## src/rtl/mem_bus_arbiter_pkg.sv

```systemverilog
// Shared encodings for the data-memory bus arbiter.
package mem_bus_arbiter_pkg;

  typedef logic [1:0] arb_state_t;

  // State codes double as the grant code driven on oGrant.
  localparam arb_state_t ST_IDLE    = 2'b00;
  localparam arb_state_t ST_OWN_CPU = 2'b01;
  localparam arb_state_t ST_OWN_AUX = 2'b10;

  localparam logic [1:0] GRANT_NONE = 2'b00;
  localparam logic [1:0] GRANT_CPU  = 2'b01;
  localparam logic [1:0] GRANT_AUX  = 2'b10;

  localparam int unsigned AGE_MAX_DEFAULT = 8;

endpackage

```

## src/rtl/mem_bus_arbiter_if.sv

```systemverilog
// Bus bundle between the two requesters, the arbiter and the RAM controller.
// slave  : arbiter view
// master : environment view (CPU datapath, aux master and memory slave)
interface mem_bus_arbiter_if #(
  parameter int ADDR_W = 32,
  parameter int DATA_W = 32
);
  localparam int BE_W = DATA_W / 8;

  logic              iCpuReq;
  logic              iCpuWE;
  logic [ADDR_W-1:0] iCpuAddr;
  logic [DATA_W-1:0] iCpuWData;
  logic [BE_W-1:0]   iCpuBE;
  logic [DATA_W-1:0] oCpuRData;
  logic              oCpuAck;
  logic              oCpuStall;

  logic              iAuxReq;
  logic              iAuxWE;
  logic              iAuxLock;
  logic [ADDR_W-1:0] iAuxAddr;
  logic [DATA_W-1:0] iAuxWData;
  logic [BE_W-1:0]   iAuxBE;
  logic [DATA_W-1:0] oAuxRData;
  logic              oAuxAck;

  logic [ADDR_W-1:0] oMemAddr;
  logic [DATA_W-1:0] oMemWData;
  logic [BE_W-1:0]   oMemBE;
  logic              oMemWE;
  logic              oMemRE;
  logic [DATA_W-1:0] iMemRData;
  logic              iMemReady;

  logic [1:0]        oGrant;

  modport slave (
    input  iCpuReq, iCpuWE, iCpuAddr, iCpuWData, iCpuBE,
    output oCpuRData, oCpuAck, oCpuStall,
    input  iAuxReq, iAuxWE, iAuxLock, iAuxAddr, iAuxWData, iAuxBE,
    output oAuxRData, oAuxAck,
    output oMemAddr, oMemWData, oMemBE, oMemWE, oMemRE,
    input  iMemRData, iMemReady,
    output oGrant
  );

  modport master (
    output iCpuReq, iCpuWE, iCpuAddr, iCpuWData, iCpuBE,
    input  oCpuRData, oCpuAck, oCpuStall,
    output iAuxReq, iAuxWE, iAuxLock, iAuxAddr, iAuxWData, iAuxBE,
    input  oAuxRData, oAuxAck,
    input  oMemAddr, oMemWData, oMemBE, oMemWE, oMemRE,
    output iMemRData, iMemReady,
    input  oGrant
  );

endinterface

```

## src/rtl/mem_bus_arbiter_age_counter.sv

```systemverilog
// Saturating 8-bit event counter with a threshold flag; used for aux aging
// and for bounding locked aux bursts while the CPU waits.
module arb_age_counter #(
  parameter int unsigned LIMIT = 8
) (
  input  logic iCLK,
  input  logic iRST,
  input  logic inc_i,
  input  logic clr_i,
  output logic reached_o
);
  localparam logic [7:0] LIMIT_C = 8'(LIMIT);

  logic [7:0] cnt_q, cnt_d;

  // Clear dominates increment; count sticks at 255.
  always_comb begin
    cnt_d = cnt_q;
    if (clr_i) begin
      cnt_d = 8'd0;
    end else if (inc_i && (cnt_q != 8'hFF)) begin
      cnt_d = cnt_q + 8'd1;
    end
  end

  // Counter register.
  always_ff @(posedge iCLK or posedge iRST) begin
    if (iRST) cnt_q <= 8'd0;
    else      cnt_q <= cnt_d;
  end

  assign reached_o = (cnt_q >= LIMIT_C);

endmodule

```

## src/rtl/mem_bus_arbiter.sv

```systemverilog
// Two-master arbiter for the core's data-memory bus: CPU has fixed priority,
// a waiting aux master wins once it has aged, and aux may lock the bus.
//
// state      | meaning
// ST_IDLE    | no owner; memory outputs parked at 0; arbitration decided here
// ST_OWN_CPU | CPU fields drive the memory bus until iMemReady
// ST_OWN_AUX | aux fields drive the memory bus; iAuxLock can extend ownership
module mem_bus_arbiter
  import mem_bus_arbiter_pkg::*;
#(
  parameter int unsigned ADDR_W  = 32,
  parameter int unsigned DATA_W  = 32,
  parameter int unsigned AGE_MAX = AGE_MAX_DEFAULT
) (
  input  logic             iCLK,
  input  logic             iRST,
  mem_bus_arbiter_if.slave bus
);
  localparam int unsigned BE_W = DATA_W / 8;

  arb_state_t state_q, state_d;
  logic       own_cpu, own_aux, cpu_done, aux_done;
  logic       age_hit, lock_hit;

  logic [ADDR_W-1:0] mem_addr;
  logic [DATA_W-1:0] mem_wdata;
  logic [BE_W-1:0]   mem_be;
  logic              mem_we, mem_re;

  assign own_cpu  = (state_q == ST_OWN_CPU);
  assign own_aux  = (state_q == ST_OWN_AUX);
  assign cpu_done = own_cpu & bus.iMemReady;
  assign aux_done = own_aux & bus.iMemReady;

  // Aux aging: counts cycles aux waits, restarts once aux wins the bus.
  arb_age_counter #(.LIMIT(AGE_MAX)) u_age (
    .iCLK      (iCLK),
    .iRST      (iRST),
    .inc_i     (bus.iAuxReq & ~own_aux),
    .clr_i     (~own_aux & (state_d == ST_OWN_AUX)),
    .reached_o (age_hit)
  );

  // Lock burst length: aux completions in the current tenure. A waiting CPU
  // lets the lock cover at most AGE_MAX transactions, so the flag trips one
  // early and the AGE_MAX-th completion hands the bus back.
  arb_age_counter #(.LIMIT(AGE_MAX - 1)) u_lock (
    .iCLK      (iCLK),
    .iRST      (iRST),
    .inc_i     (aux_done),
    .clr_i     (own_aux & (state_d != ST_OWN_AUX)),
    .reached_o (lock_hit)
  );

  // Next-state: priority/aging in IDLE, release on completion unless locked.
  always_comb begin
    state_d = state_q;
    case (state_q)
      ST_IDLE: begin
        if (bus.iCpuReq && bus.iAuxReq) state_d = age_hit ? ST_OWN_AUX : ST_OWN_CPU;
        else if (bus.iCpuReq)           state_d = ST_OWN_CPU;
        else if (bus.iAuxReq)           state_d = ST_OWN_AUX;
      end
      ST_OWN_CPU: begin
        if (bus.iMemReady) state_d = ST_IDLE;
      end
      ST_OWN_AUX: begin
        if (bus.iMemReady) begin
          if (bus.iAuxLock && (!bus.iCpuReq || !lock_hit)) state_d = ST_OWN_AUX;
          else                                             state_d = ST_IDLE;
        end
      end
      default: state_d = ST_IDLE;
    endcase
  end

  // State register; async reset abandons any transaction in flight.
  always_ff @(posedge iCLK or posedge iRST) begin
    if (iRST) state_q <= ST_IDLE;
    else      state_q <= state_d;
  end

  // Memory-side mux: owner's fields pass straight through, zeros in IDLE.
  always_comb begin
    mem_addr  = '0;
    mem_wdata = '0;
    mem_be    = '0;
    mem_we    = 1'b0;
    mem_re    = 1'b0;
    if (own_cpu) begin
      mem_addr  = bus.iCpuAddr;
      mem_wdata = bus.iCpuWData;
      mem_be    = bus.iCpuBE;
      mem_we    = bus.iCpuWE;
      mem_re    = ~bus.iCpuWE;
    end else if (own_aux) begin
      mem_addr  = bus.iAuxAddr;
      mem_wdata = bus.iAuxWData;
      mem_be    = bus.iAuxBE;
      mem_we    = bus.iAuxWE;
      mem_re    = ~bus.iAuxWE;
    end
  end

  assign bus.oMemAddr  = mem_addr;
  assign bus.oMemWData = mem_wdata;
  assign bus.oMemBE    = mem_be;
  assign bus.oMemWE    = mem_we;
  assign bus.oMemRE    = mem_re;

  assign bus.oCpuAck   = cpu_done;
  assign bus.oAuxAck   = aux_done;
  assign bus.oCpuRData = own_cpu ? bus.iMemRData : '0;
  assign bus.oAuxRData = own_aux ? bus.iMemRData : '0;
  // Reset forces every output low, including the stall that would otherwise
  // follow a held iCpuReq.
  assign bus.oCpuStall = bus.iCpuReq & ~cpu_done & ~iRST;
  assign bus.oGrant    = state_q;

endmodule

```

## src/flat_wrapper.sv

```systemverilog
// flat-port wrapper written by rule: the top's interface ports become plain ports
module mem_bus_arbiter_flat import mem_bus_arbiter_pkg::*;
#(
  parameter int unsigned ADDR_W  = 32,
  parameter int unsigned DATA_W  = 32,
  parameter int unsigned AGE_MAX = AGE_MAX_DEFAULT
)
  (iCLK, iRST, bus_iCpuReq, bus_iCpuWE, bus_iCpuAddr, bus_iCpuWData, bus_iCpuBE, bus_oCpuRData, bus_oCpuAck, bus_oCpuStall, bus_iAuxReq, bus_iAuxWE, bus_iAuxLock, bus_iAuxAddr, bus_iAuxWData, bus_iAuxBE, bus_oAuxRData, bus_oAuxAck, bus_oMemAddr, bus_oMemWData, bus_oMemBE, bus_oMemWE, bus_oMemRE, bus_iMemRData, bus_iMemReady, bus_oGrant);
  mem_bus_arbiter_if #(.ADDR_W(ADDR_W), .DATA_W(DATA_W)) bus_i ();
  input  logic iCLK;
  input  logic iRST;
  input wire logic [$bits(bus_i.iCpuReq)-1:0] bus_iCpuReq;
  input wire logic [$bits(bus_i.iCpuWE)-1:0] bus_iCpuWE;
  input wire logic [$bits(bus_i.iCpuAddr)-1:0] bus_iCpuAddr;
  input wire logic [$bits(bus_i.iCpuWData)-1:0] bus_iCpuWData;
  input wire logic [$bits(bus_i.iCpuBE)-1:0] bus_iCpuBE;
  output wire logic [$bits(bus_i.oCpuRData)-1:0] bus_oCpuRData;
  output wire logic [$bits(bus_i.oCpuAck)-1:0] bus_oCpuAck;
  output wire logic [$bits(bus_i.oCpuStall)-1:0] bus_oCpuStall;
  input wire logic [$bits(bus_i.iAuxReq)-1:0] bus_iAuxReq;
  input wire logic [$bits(bus_i.iAuxWE)-1:0] bus_iAuxWE;
  input wire logic [$bits(bus_i.iAuxLock)-1:0] bus_iAuxLock;
  input wire logic [$bits(bus_i.iAuxAddr)-1:0] bus_iAuxAddr;
  input wire logic [$bits(bus_i.iAuxWData)-1:0] bus_iAuxWData;
  input wire logic [$bits(bus_i.iAuxBE)-1:0] bus_iAuxBE;
  output wire logic [$bits(bus_i.oAuxRData)-1:0] bus_oAuxRData;
  output wire logic [$bits(bus_i.oAuxAck)-1:0] bus_oAuxAck;
  output wire logic [$bits(bus_i.oMemAddr)-1:0] bus_oMemAddr;
  output wire logic [$bits(bus_i.oMemWData)-1:0] bus_oMemWData;
  output wire logic [$bits(bus_i.oMemBE)-1:0] bus_oMemBE;
  output wire logic [$bits(bus_i.oMemWE)-1:0] bus_oMemWE;
  output wire logic [$bits(bus_i.oMemRE)-1:0] bus_oMemRE;
  input wire logic [$bits(bus_i.iMemRData)-1:0] bus_iMemRData;
  input wire logic [$bits(bus_i.iMemReady)-1:0] bus_iMemReady;
  output wire logic [$bits(bus_i.oGrant)-1:0] bus_oGrant;
  assign bus_i.iCpuReq = bus_iCpuReq;
  assign bus_i.iCpuWE = bus_iCpuWE;
  assign bus_i.iCpuAddr = bus_iCpuAddr;
  assign bus_i.iCpuWData = bus_iCpuWData;
  assign bus_i.iCpuBE = bus_iCpuBE;
  assign bus_oCpuRData = bus_i.oCpuRData;
  assign bus_oCpuAck = bus_i.oCpuAck;
  assign bus_oCpuStall = bus_i.oCpuStall;
  assign bus_i.iAuxReq = bus_iAuxReq;
  assign bus_i.iAuxWE = bus_iAuxWE;
  assign bus_i.iAuxLock = bus_iAuxLock;
  assign bus_i.iAuxAddr = bus_iAuxAddr;
  assign bus_i.iAuxWData = bus_iAuxWData;
  assign bus_i.iAuxBE = bus_iAuxBE;
  assign bus_oAuxRData = bus_i.oAuxRData;
  assign bus_oAuxAck = bus_i.oAuxAck;
  assign bus_oMemAddr = bus_i.oMemAddr;
  assign bus_oMemWData = bus_i.oMemWData;
  assign bus_oMemBE = bus_i.oMemBE;
  assign bus_oMemWE = bus_i.oMemWE;
  assign bus_oMemRE = bus_i.oMemRE;
  assign bus_i.iMemRData = bus_iMemRData;
  assign bus_i.iMemReady = bus_iMemReady;
  assign bus_oGrant = bus_i.oGrant;
  mem_bus_arbiter #(.ADDR_W(ADDR_W), .DATA_W(DATA_W), .AGE_MAX(AGE_MAX)) u_core (.iCLK(iCLK), .iRST(iRST), .bus(bus_i));
endmodule
```

## config.mk

```make
export PLATFORM = sky130hd
export DESIGN_NAME = mem_bus_arbiter_flat
export DESIGN_NICKNAME = d
export VERILOG_FILES = /design/src/rtl/mem_bus_arbiter_pkg.sv /design/src/rtl/mem_bus_arbiter_if.sv /design/src/rtl/mem_bus_arbiter_age_counter.sv /design/src/rtl/mem_bus_arbiter.sv /design/src/flat_wrapper.sv
export SDC_FILE = /design/constraint.sdc
export NUM_CORES = 1
export LEC_CHECK = 0
export CORE_AREA = 2 2 122 124
export DETAILED_ROUTE_END_ITERATION = 10
export DIE_AREA = 0 0 124 126
export PLACE_DENSITY = 0.59
export SETUP_SLACK_MARGIN = 0.2
export SLEW_MARGIN = 0
export SYNTH_ARGS = -nofsm -noshare
export SYNTH_HDL_FRONTEND = slang
export SYNTH_HIERARCHICAL = 1
export SYNTH_SLANG_ARGS = --single-unit
```

## constraint.sdc

```tcl
create_clock -name iCLK -period 1.95 [get_ports iCLK]
set_input_delay 0.585 -clock iCLK [delete_from_list [all_inputs] [get_ports iCLK]]
set_output_delay 0.585 -clock iCLK [all_outputs]
set_load 0.01 [all_outputs]
```

## Yosys cells after proc, flatten, opt, wreduce, memory -nomap -nowiden

Index checks and enable logic that the tools add are counted.

| storage, ports and cells | value |
|---|---|
| bits in registers | 18 |
| output and inout port bits | 139 |
| bits of input ports | 176 |

| cells by class | value |
|---|---|
| magnitude comparators | 2 |
| $add $sub $neg | 2 |
| reduce and logical (&&, ||, !) cells | 10 |
| eq/ne operators | 6 |
| bitwise gates (word level) | 12 |
| muxes and demuxes | 24 |

Operator list:

| kind | number |
|---|---|
| 32-bit 2-to-1 mux | 6 |
| 8-bit 2-to-1 mux | 4 |
| 8-bit by 1-bit adder with 8-bit output, second input constant | 2 |
| 8-bit inequality test, second input constant | 2 |
| 2-bit 2-to-1 mux | 7 |
| 8-bit by 3-bit greater-or-equal comparator with 1-bit output, second input constant | 1 |
| 8-bit by 4-bit greater-or-equal comparator with 1-bit output, second input constant | 1 |
| 4-bit 2-to-1 mux | 2 |
| 1-bit bitwise AND | 7 |
| 2-bit case mux with 3 select lines | 1 |
| 1-bit inverter | 5 |
| 2-bit == test, second input constant | 2 |
| 1-bit logical AND | 4 |
| 1-bit 2-to-1 mux | 4 |
| 2-bit nonzero test | 2 |
| 2-bit by 1-bit == test with 1-bit output, second input constant | 1 |
| 1-bit zero test | 2 |
| 2-bit zero test | 1 |
| 2-bit inequality test, second input constant | 1 |
| 1-bit logical OR | 1 |

## Depth between registers and ports, before layout

Gate-level depths: netlist (run 1).

| depth | value |
|---|---|
| depth in word-level cells | 10 |
| depth in mapped cells | 8 |
| gate-level depth less buffers | 7 |

## Cells and area by module

Netlist (run 1), hierarchy kept.

Modules (own cells, without submodules):

| module | instances | cells each | sequential area each (um^2) | area an instance (um^2) |
|---|---|---|---|---|
| mem_bus_arbiter | 1 | 177 | 50.0 | 1406.3 |
| arb_age_counter at u_core.u_lock | 1 | 52 | 200.2 | 513.0 |
| arb_age_counter at u_core.u_age | 1 | 51 | 200.2 | 469.2 |

## Least setup slack after synthesis (run 1)

No wires, ideal clock.

| timing path | value |
|---|---|
| path kind | flip-flop to flip-flop |
| from | register u_core.state_q[1] (netlist: u_core/bus.oGrant[1]) |
| to | register u_core.u_lock.cnt_q[2] |
| period minus slack after synthesis | 2.025 ns |
| required time | 1.825 ns |
| cell stages (with the launch flop) | 7 |
| buffers on the path | 1 |
| setup slack | -0.075 ns |
| data arrival time | 1.900 ns |
| path through | dfrtp_1 nor2b_4 and2_1 a21boi_0 clkbuf_1 nor2b_1 mux2_4 |

| between the ends | value |
|---|---|
| elaborated cells between the ends (all ways) | 15 |
| those cells by class | eq/ne (3); mux (7); bitwise (2); reduce/logical (3) |

RTL lines:

| item | RTL line | text |
|---|---|---|
| start, declared | mem_bus_arbiter.sv:21 | `arb_state_t state_q, state_d;` |
| start signal, assigned | mem_bus_arbiter.sv:80 | `else state_q <= state_d;` |
| 2-bit == test | mem_bus_arbiter.sv:31 | `assign own_aux = (state_q == ST_OWN_AUX);` |
| 1-bit bitwise AND | mem_bus_arbiter.sv:33 | `assign aux_done = own_aux & bus.iMemReady;` |
| via bus_oAuxAck | flat_wrapper.sv:27 | `output wire logic [$bits(bus_i.oAuxAck)-1:0] bus_oAuxAck;` |
| 1-bit logical AND | mem_bus_arbiter_age_counter.sv:21 | `end else if (inc_i && (cnt_q != 8'hFF)) begin` |
| 2-bit nonzero test (no line) | n/a |  |
| end signal, assigned | mem_bus_arbiter_age_counter.sv:29 | `else cnt_q <= cnt_d;` |
| end, declared | mem_bus_arbiter_age_counter.sv:14 | `logic [7:0] cnt_q, cnt_d;` |

The timed path passes the listed nets, and every way through them passes these cells.
A chain may end at the register's enable or synchronous reset.

## Worst setup path after layout (run 1)

| timing path | value |
|---|---|
| from | register u_core.state_q[1] (netlist: u_core/bus.oGrant[1]) |
| to | output port bus_oMemWData[17] |

| between the ends | value |
|---|---|
| longest elaborated chain between the ends | 3 |
| elaborated cells between the ends (all ways) | 4 |
| those cells by class | eq/ne (2); mux (2) |

Ends and longest elaborated chain:

| item | RTL line | text |
|---|---|---|
| 2-bit == test | mem_bus_arbiter.sv:31 |  |
| 32-bit 2-to-1 mux | mem_bus_arbiter.sv:96 | `end else if (own_aux) begin` |
| 32-bit 2-to-1 mux (*) | mem_bus_arbiter.sv:90 | `if (own_cpu) begin` |
| end, declared | flat_wrapper.sv:29 | `output wire logic [$bits(bus_i.oMemWData)-1:0] bus_oMemWData;` |

Mark *: on every way between the ends. The rest lies on a longest branch, timed or not.

==> results.py, run 1 <==
metrics = {
    "worst_hold_path": {
        "hp-class": "reg2reg",
    },
    "clocking": {
        "path_clk_slew_ns": 0.06,
        "cts_made_buffers": 3,
        "cts_tree": "done",
        "h-tree-depth": 1,
        "clock_path_buffers": 2,
        "cts.sinks": 18,
        "clkLatencyLatePin_ns": 0.25,
        "cts-root-buf": "clkbuf_16",
    },
    "die": {
        "core_area_mm2": 0.01431,
        "row_count": 44,
        "die_h_um": 126,
        "dieArea_mm2": 0.01562,
        "die_w_um": 124,
        "io_pins": 315,
        "initial_core_util_pct": 16.69,
    },
    "job": {
        "maxCapViolCount": 0,
    },
    "layout": {
        "final_cell_mix": "clkdlybuf4s50_1 (173), buf_6 (110), a22o_1 (68)",
        "final_nets": 829,
        "synthToLayoutAreaGrowth_pct": 195.8,
        "design_area_mm2": 0.007064,
        "layout-drive-gt1-share_pct": 49.92,
        "final_common_cell": "clkdlybuf4s50_1",
        "num_antenna_cells": 0,
    },
    "critical_path": {
        "slowest_delay_ns": 0.42,
        "end_kind": "primary output",
        "critPathArrivalTime_ns": 1.68,
        "critPathRequiredTime_ns": 1.36,
        "cp_cell_sequence": "buf_6 > nor2b_4 > buf_12 > buf_12 > clkbuf_16 > a22o_1 > buf_2",
        "worst-setup-path-type": "reg2out",
        "cp_common_cell": "buf_12",
        "cpMaxStageDelayCell": "dfrtp_2",
        "startpoint_type": "register",
        "worstPathMaxFanout": 6,
    },
    "sta": {
        "fmax_mhz": 441.2,
        "slew_viol_final": 0,
        "hold_viol_final": 0,
        "worst_slew_pin_slew_ns": 0.3673,
        "rsz0062_at_grt": "yes",
        "fin_crit_sh_pct": 116.2,
        "finalWorstSetupSlack_ns": -0.3165,
        "relSlewSlack_pct": 75.49,
        "setup_viol": 149,
        "clock_skew_ns": 0.001954,
        "fin_crit_ns": 2.267,
    },
    "synth": {
        "ys_types": 47,
        "synth_nets": 459,
        "synth_edf_count": 0,
        "synth_area_mm2": 0.002389,
        "syn_inst": 280,
        "yosysWarnings": 6,
        "synthFlopType": "dfrtp_1",
        "avgSynthCellArea_um2": 8.531,
        "ys_seq_area_share_pct": 18.86,
        "ys_ff_latch": 18,
        "synthArstFlopShare_pct": 100.0,
    },
    "status": {
        "status": "finished with violations",
        "violations": "negative setup slack",
    },
    "placement": {
        "hpwl_um": 11900,
        "gp_congestion": 0.8874,
        "placed_area_mm2": 0.005751,
        "portBuffers": 314,
    },
    "grt": {
        "grt_pass1_vias": 3766,
        "antenna_found_initial": 0,
        "grt-ovfl-total": 0,
        "grt_max_degree": 27,
        "grt_util_all_layers_pct": 19.93,
        "grt_pass1_wl_um": 23490,
    },
    "route": {
        "vias": 3947,
        "wl_per_cell_um": 22.33,
        "avgViaCountPerCell": 4.738,
        "dr.pass1.iters": 4,
        "wl_um": 18600,
        "detail-route-antenna-nets": 0,
        "drc": 0,
        "drtIter0Drc": 173,
    },
    "pwr": {
        "power_frac_seq_pct": 6.7,
        "clkPwrFrac_pct": 4.9,
        "p_leak_nw": 3.244,
        "p_sw_mw": 3.709,
        "p_total_mw": 9.380,
        "pwr-share-comb_pct": 88.4,
        "p_int_mw": 5.671,
        "power_density_mw_per_mm2": 1328,
        "switching_share_pct": 39.54,
        "ir_worst_vdd_mv": 0.6690,
    },
}
[cells by family after synthesis]
group	share of synthesized area, %
AND/OR/NAND/NOR	31.80
AO/OA/AOI/OAI	34.10
buffers and inverters	10.48
flip-flops	18.86
multiplexers	3.195
adder cells (fa/ha/maj)	1.572
[sequential cells by signal, summed over array words and instances, names as in the netlist]
| name | cells |
|---|---|
| u_core/u_lock/cnt_q | 8 |
| u_core/u_age/cnt_q | 8 |
| u_core/bus.oGrant | 2 |
[layer usage]
| layer | routed length, um | global-route usage [%] | part of all wire (%) |
|---|---|---|---|
| met3 | 1598 | 3.986 | 8.6 |
| met2 | 9312 | 34.52 | 50 |
| met5 | 0 | 0 | 0 |
| met4 | 457 | 5.023 | 2.5 |
| met1 | 7231 | 25.10 | 39 |
[worst max-delay path, delay by kind of cell (launching register included)]
| kind | cells | cell delay, ns |
|---|---|---|
| buffers and inverters | 5 | 0.68 |
| and+or+nand+nor | 1 | 0.17 |
| AOI/OAI and AO/OA | 1 | 0.14 |
| DFF | 1 | 0.42 |
[worst paths after layout]
| kind | depth (start not counted) | slack (ns) | start | endpoint |
|---|---|---|---|---|
| worst max-delay path | 7 | -0.32 | u_core/bus.oGrant[1] | bus_oMemWData[17] |
| worst min-delay path | 2 | 0.58 | u_core/u_age/cnt_q[1] | u_core/u_age/cnt_q[1] |
| worst max register to register | 11 | -0.12 | u_core/bus.oGrant[1] | u_core/u_age/cnt_q[5] |
| worst min register to register | 2 | 0.58 | u_core/u_age/cnt_q[1] | u_core/u_age/cnt_q[1] |
| max in group asynchronous | 3 | 0.89 | iRST | u_core/u_age/cnt_q[6] |
| min in group asynchronous | 3 | 0.68 | iRST | u_core/bus.oGrant[0] |
[power groups by stage]
stage | sequential, mW | clock, mW | combinational (mW)
2_1_floorplan | 0.597 | 0 | 2.61
3_3_place_gp | 0.602 | 0 | 5.47
3_5_place_dp | 0.611 | 0 | 5.49
4_1_cts | 0.598 | 0.472 | 6.91
5_1_grt | 0.640 | 0.491 | 8.59
6_report | 0.624 | 0.463 | 8.29
[timing repair]
item / 4_1_cts / 5_1_grt
buffers inserted: 20 / 11
gates cloned: 16 / 9
hold endpoints to repair: 0 / 0
pin swaps: 35 / 30
hold buffers: 0 / 0
gates resized for setup: 621 / 187
endpoints found under the setup margin: 155 / 154
[stage by stage]
step	worst slack (ns)	setup TNS [ns]	cells	util (%)	hold WS [ns]
4_1_cts	-0.2865	-25.08	813	44.76	0.5678
2_1_floorplan	0.2133	0	280	-	0.3262
3_5_place_dp	-0.5475	-54.60	773	40.17	0.5566
3_3_place_gp	-0.5345	-53.78	773	40.17	0.5496
6_report	-0.3165	-30.63	833	49.35	0.5845
5_1_grt	-0.3665	-37.73	833	49.35	0.6057
[cells in the mapped netlist, drive strengths merged, types with 4 or more instances]
library cell | n | share of area, %
a22o | 69 | 25
and2 | 67 | 18
buf | 20 | 8.4
dfrtp | 18 | 19
inv | 9 | 1.4
nand2 | 9 | 1.4
a21oi | 8 | 2.0
nor2 | 8 | 1.3
nor2b | 8 | 2.7
a211oi | 5 | 1.6
nand2b | 5 | 1.3
nand4 | 5 | 1.3
a21boi | 4 | 1.4
and4 | 4 | 1.6
clkbuf | 4 | 0.63
mux2 | 4 | 2.4
nand3 | 4 | 1.0
[final cells by class]
| type | instances | area [um^2] |
|---|---|---|
| timing repair buffer | 389 | 4234 |
| fill | 1321 | 7249 |
| tap | 184 | 230.2 |
| clock buffer | 4 | 88.84 |
| sequential | 18 | 452.9 |
| inverter | 9 | 33.78 |
| multi-input combinational | 229 | 2024 |
Power figures use the tool's default switching activity.
==> run 2: changes to the inputs <==
--- a/config.mk
+++ b/config.mk
@@ -9,6 +9,7 @@
 export DETAILED_ROUTE_END_ITERATION = 10
 export DIE_AREA = 0 0 124 126
 export PLACE_DENSITY = 0.59
+export REMOVE_ABC_BUFFERS = 1
 export SETUP_SLACK_MARGIN = 0.2
 export SLEW_MARGIN = 0
 export SYNTH_ARGS = -nofsm -noshare
==> results.py, run 2 (synthesized netlist as in run 1, its figures left out) <==
metrics = {
    "status": {
        "status": "finished with violations",
        "violations": "negative setup slack",
    },
    "route": {
        "drc": 0,
        "vias": 3969,
        "wl_um": 19870,
        "wl_per_cell_um": 23.13,
        "drtIter0Drc": 140,
        "dr.pass1.iters": 4,
        "detail-route-antenna-nets": 0,
        "avgViaCountPerCell": 4.620,
    },
    "clocking": {
        "cts_made_buffers": 3,
        "path_clk_slew_ns": 0.06,
        "cts.sinks": 18,
        "ctsHoldBuffers": 0,
        "clock_path_buffers": 2,
        "h-tree-depth": 1,
        "cts-root-buf": "clkbuf_16",
        "cts_tree": "done",
        "clkLatencyLatePin_ns": 0.25,
    },
    "critical_path": {
        "critPathArrivalTime_ns": 1.73,
        "critPathRequiredTime_ns": 1.36,
        "end_kind": "primary output",
        "r2r_cells": 11,
        "worst-setup-path-type": "reg2out",
        "r2r_end": "u_core/u_lock/cnt_q[0]",
        "worstPathMaxFanout": 6,
        "reg2reg_from": "u_core/bus.oGrant[0]",
        "startpoint_type": "register",
        "worst-r2r-setup-slack_ns": -0.16,
    },
    "layout": {
        "final_nets": 855,
        "layout-drive-gt1-share_pct": 52.44,
        "fin_cells": 859,
        "num_antenna_cells": 0,
        "synthToLayoutAreaGrowth_pct": 211.4,
        "final_cell_mix": "clkdlybuf4s50_1 (168), buf_6 (128), and2_4 (54)",
        "final_common_cell": "clkdlybuf4s50_1",
    },
    "pwr": {
        "power_density_mw_per_mm2": 1371,
        "p_total_mw": 10.20,
        "p_leak_nw": 3.467,
        "ir_worst_vdd_mv": 0.6161,
    },
    "die": {
        "die_h_um": 126,
        "dieArea_mm2": 0.01562,
        "initial_core_util_pct": 16.69,
        "core_area_mm2": 0.01431,
        "die_w_um": 124,
        "io_pins": 315,
        "row_count": 44,
    },
    "grt": {
        "grt_util_all_layers_pct": 23.01,
        "grt_max_degree": 25,
        "grt_pass1_wl_um": 26320,
        "grt_pass1_vias": 4135,
        "grt-ovfl-total": 0,
        "antenna_found_initial": 2,
    },
    "sta": {
        "clock_skew_ns": 0.005646,
        "fmax_mhz": 432.0,
        "slew_viol_final": 0,
        "fin_crit_sh_pct": 118.7,
        "setup_viol": 142,
        "relSlewSlack_pct": 76.55,
        "worst_slew_pin_slew_ns": 0.3514,
        "hold_viol_final": 0,
        "finalWorstSetupSlack_ns": -0.3649,
        "rsz0062_at_grt": "yes",
        "fin_crit_ns": 2.315,
    },
    "placement": {
        "dp_cells": 790,
        "hpwl_um": 14190,
        "portBuffers": 314,
        "gp_congestion": 0.8192,
        "dp_slack_ns": -0.5747,
    },
    "worst_hold_path": {
        "hp-class": "reg2reg",
        "worstHoldEndpoint": "u_core/u_age/cnt_q[1]",
        "holdPathStages": 2,
        "min_from": "u_core/u_age/cnt_q[1]",
    },
    "job": {
        "maxCapViolCount": 0,
    },
}
## run 2: cell types whose count changed in the layout (fill, tap and decap cells not counted), sizes merged
cell,delta
buf,+24
clkdlybuf4s50,-5
dlygate4sd2,+5
clkdlybuf4s15,+2
## run 2: metrics by stage
stage                     hold slack [ns]  area, um^2  utilization (%)  TNS [ns]
after floorplan                    0.3262        2172                -    -83.79
after global placement             0.5487        5901            41.22    -55.49
after detailed placement           0.5711        5901            41.22    -55.91
after CTS                          0.5830        6852            47.87    -32.43
after global routing               0.6191        7437            51.96    -39.64
final                              0.5850        7437            51.96    -31.39
## run 2: what timing repair did
action	4_1_cts	5_1_grt
setup endpoints to repair	153	153
gates resized for setup	691	157
setup buffers	35	10
pin swaps	66	46
gates cloned	14	7
## run 2: layer usage
metal	vias up	GRT usage, %	share of wire, %
li1	1839	-	-
met1	1954	29.28	41
met2	164	35.81	45
met3	8	12.68	14
met4	4	1.520	0.50
met5	-	0	0.13
## run 2: final cells by class
| class | instances | area [um^2] |
|---|---|---|
| timing repair buffer | 415 | 4521 |
| inverter | 9 | 33.78 |
| fill | 1319 | 6877 |
| multi-input combinational | 229 | 2113 |
| sequential | 18 | 450.4 |
| tap | 184 | 230.2 |
| clock buffer | 4 | 88.84 |
## run 2: how the worst max path moves through the flow
stage               slack (ns)                      to            startpoint
floorplan                -1.31  u_core/u_lock/cnt_q[0]  u_core/bus.oGrant[1]
global placement         -0.56           bus_oCpuStall         bus_iMemReady
detailed placement       -0.57           bus_oCpuStall         bus_iMemReady
CTS                      -0.34       bus_oAuxRData[11]  u_core/bus.oGrant[0]
global route             -0.40       bus_oMemWData[14]  u_core/bus.oGrant[0]
finish                   -0.36       bus_oMemWData[14]  u_core/bus.oGrant[0]
## run 2: worst max-delay path, stage by stage (launching register included)
cell and delay, ns:
dfrtp_1 0.39, buf_6 0.13, nor2b_4 0.14, buf_6 0.13
buf_8 0.14, buf_12 0.11, buf_16 0.11, a22o_1 0.19
buf_6 0.14
## run 2: power by group
part           internal (mW)  leakage (nW)  switching [mW]
clock network          0.313        0.0442           0.154
registers              0.469         0.241           0.121
logic                   5.48          3.18            3.66
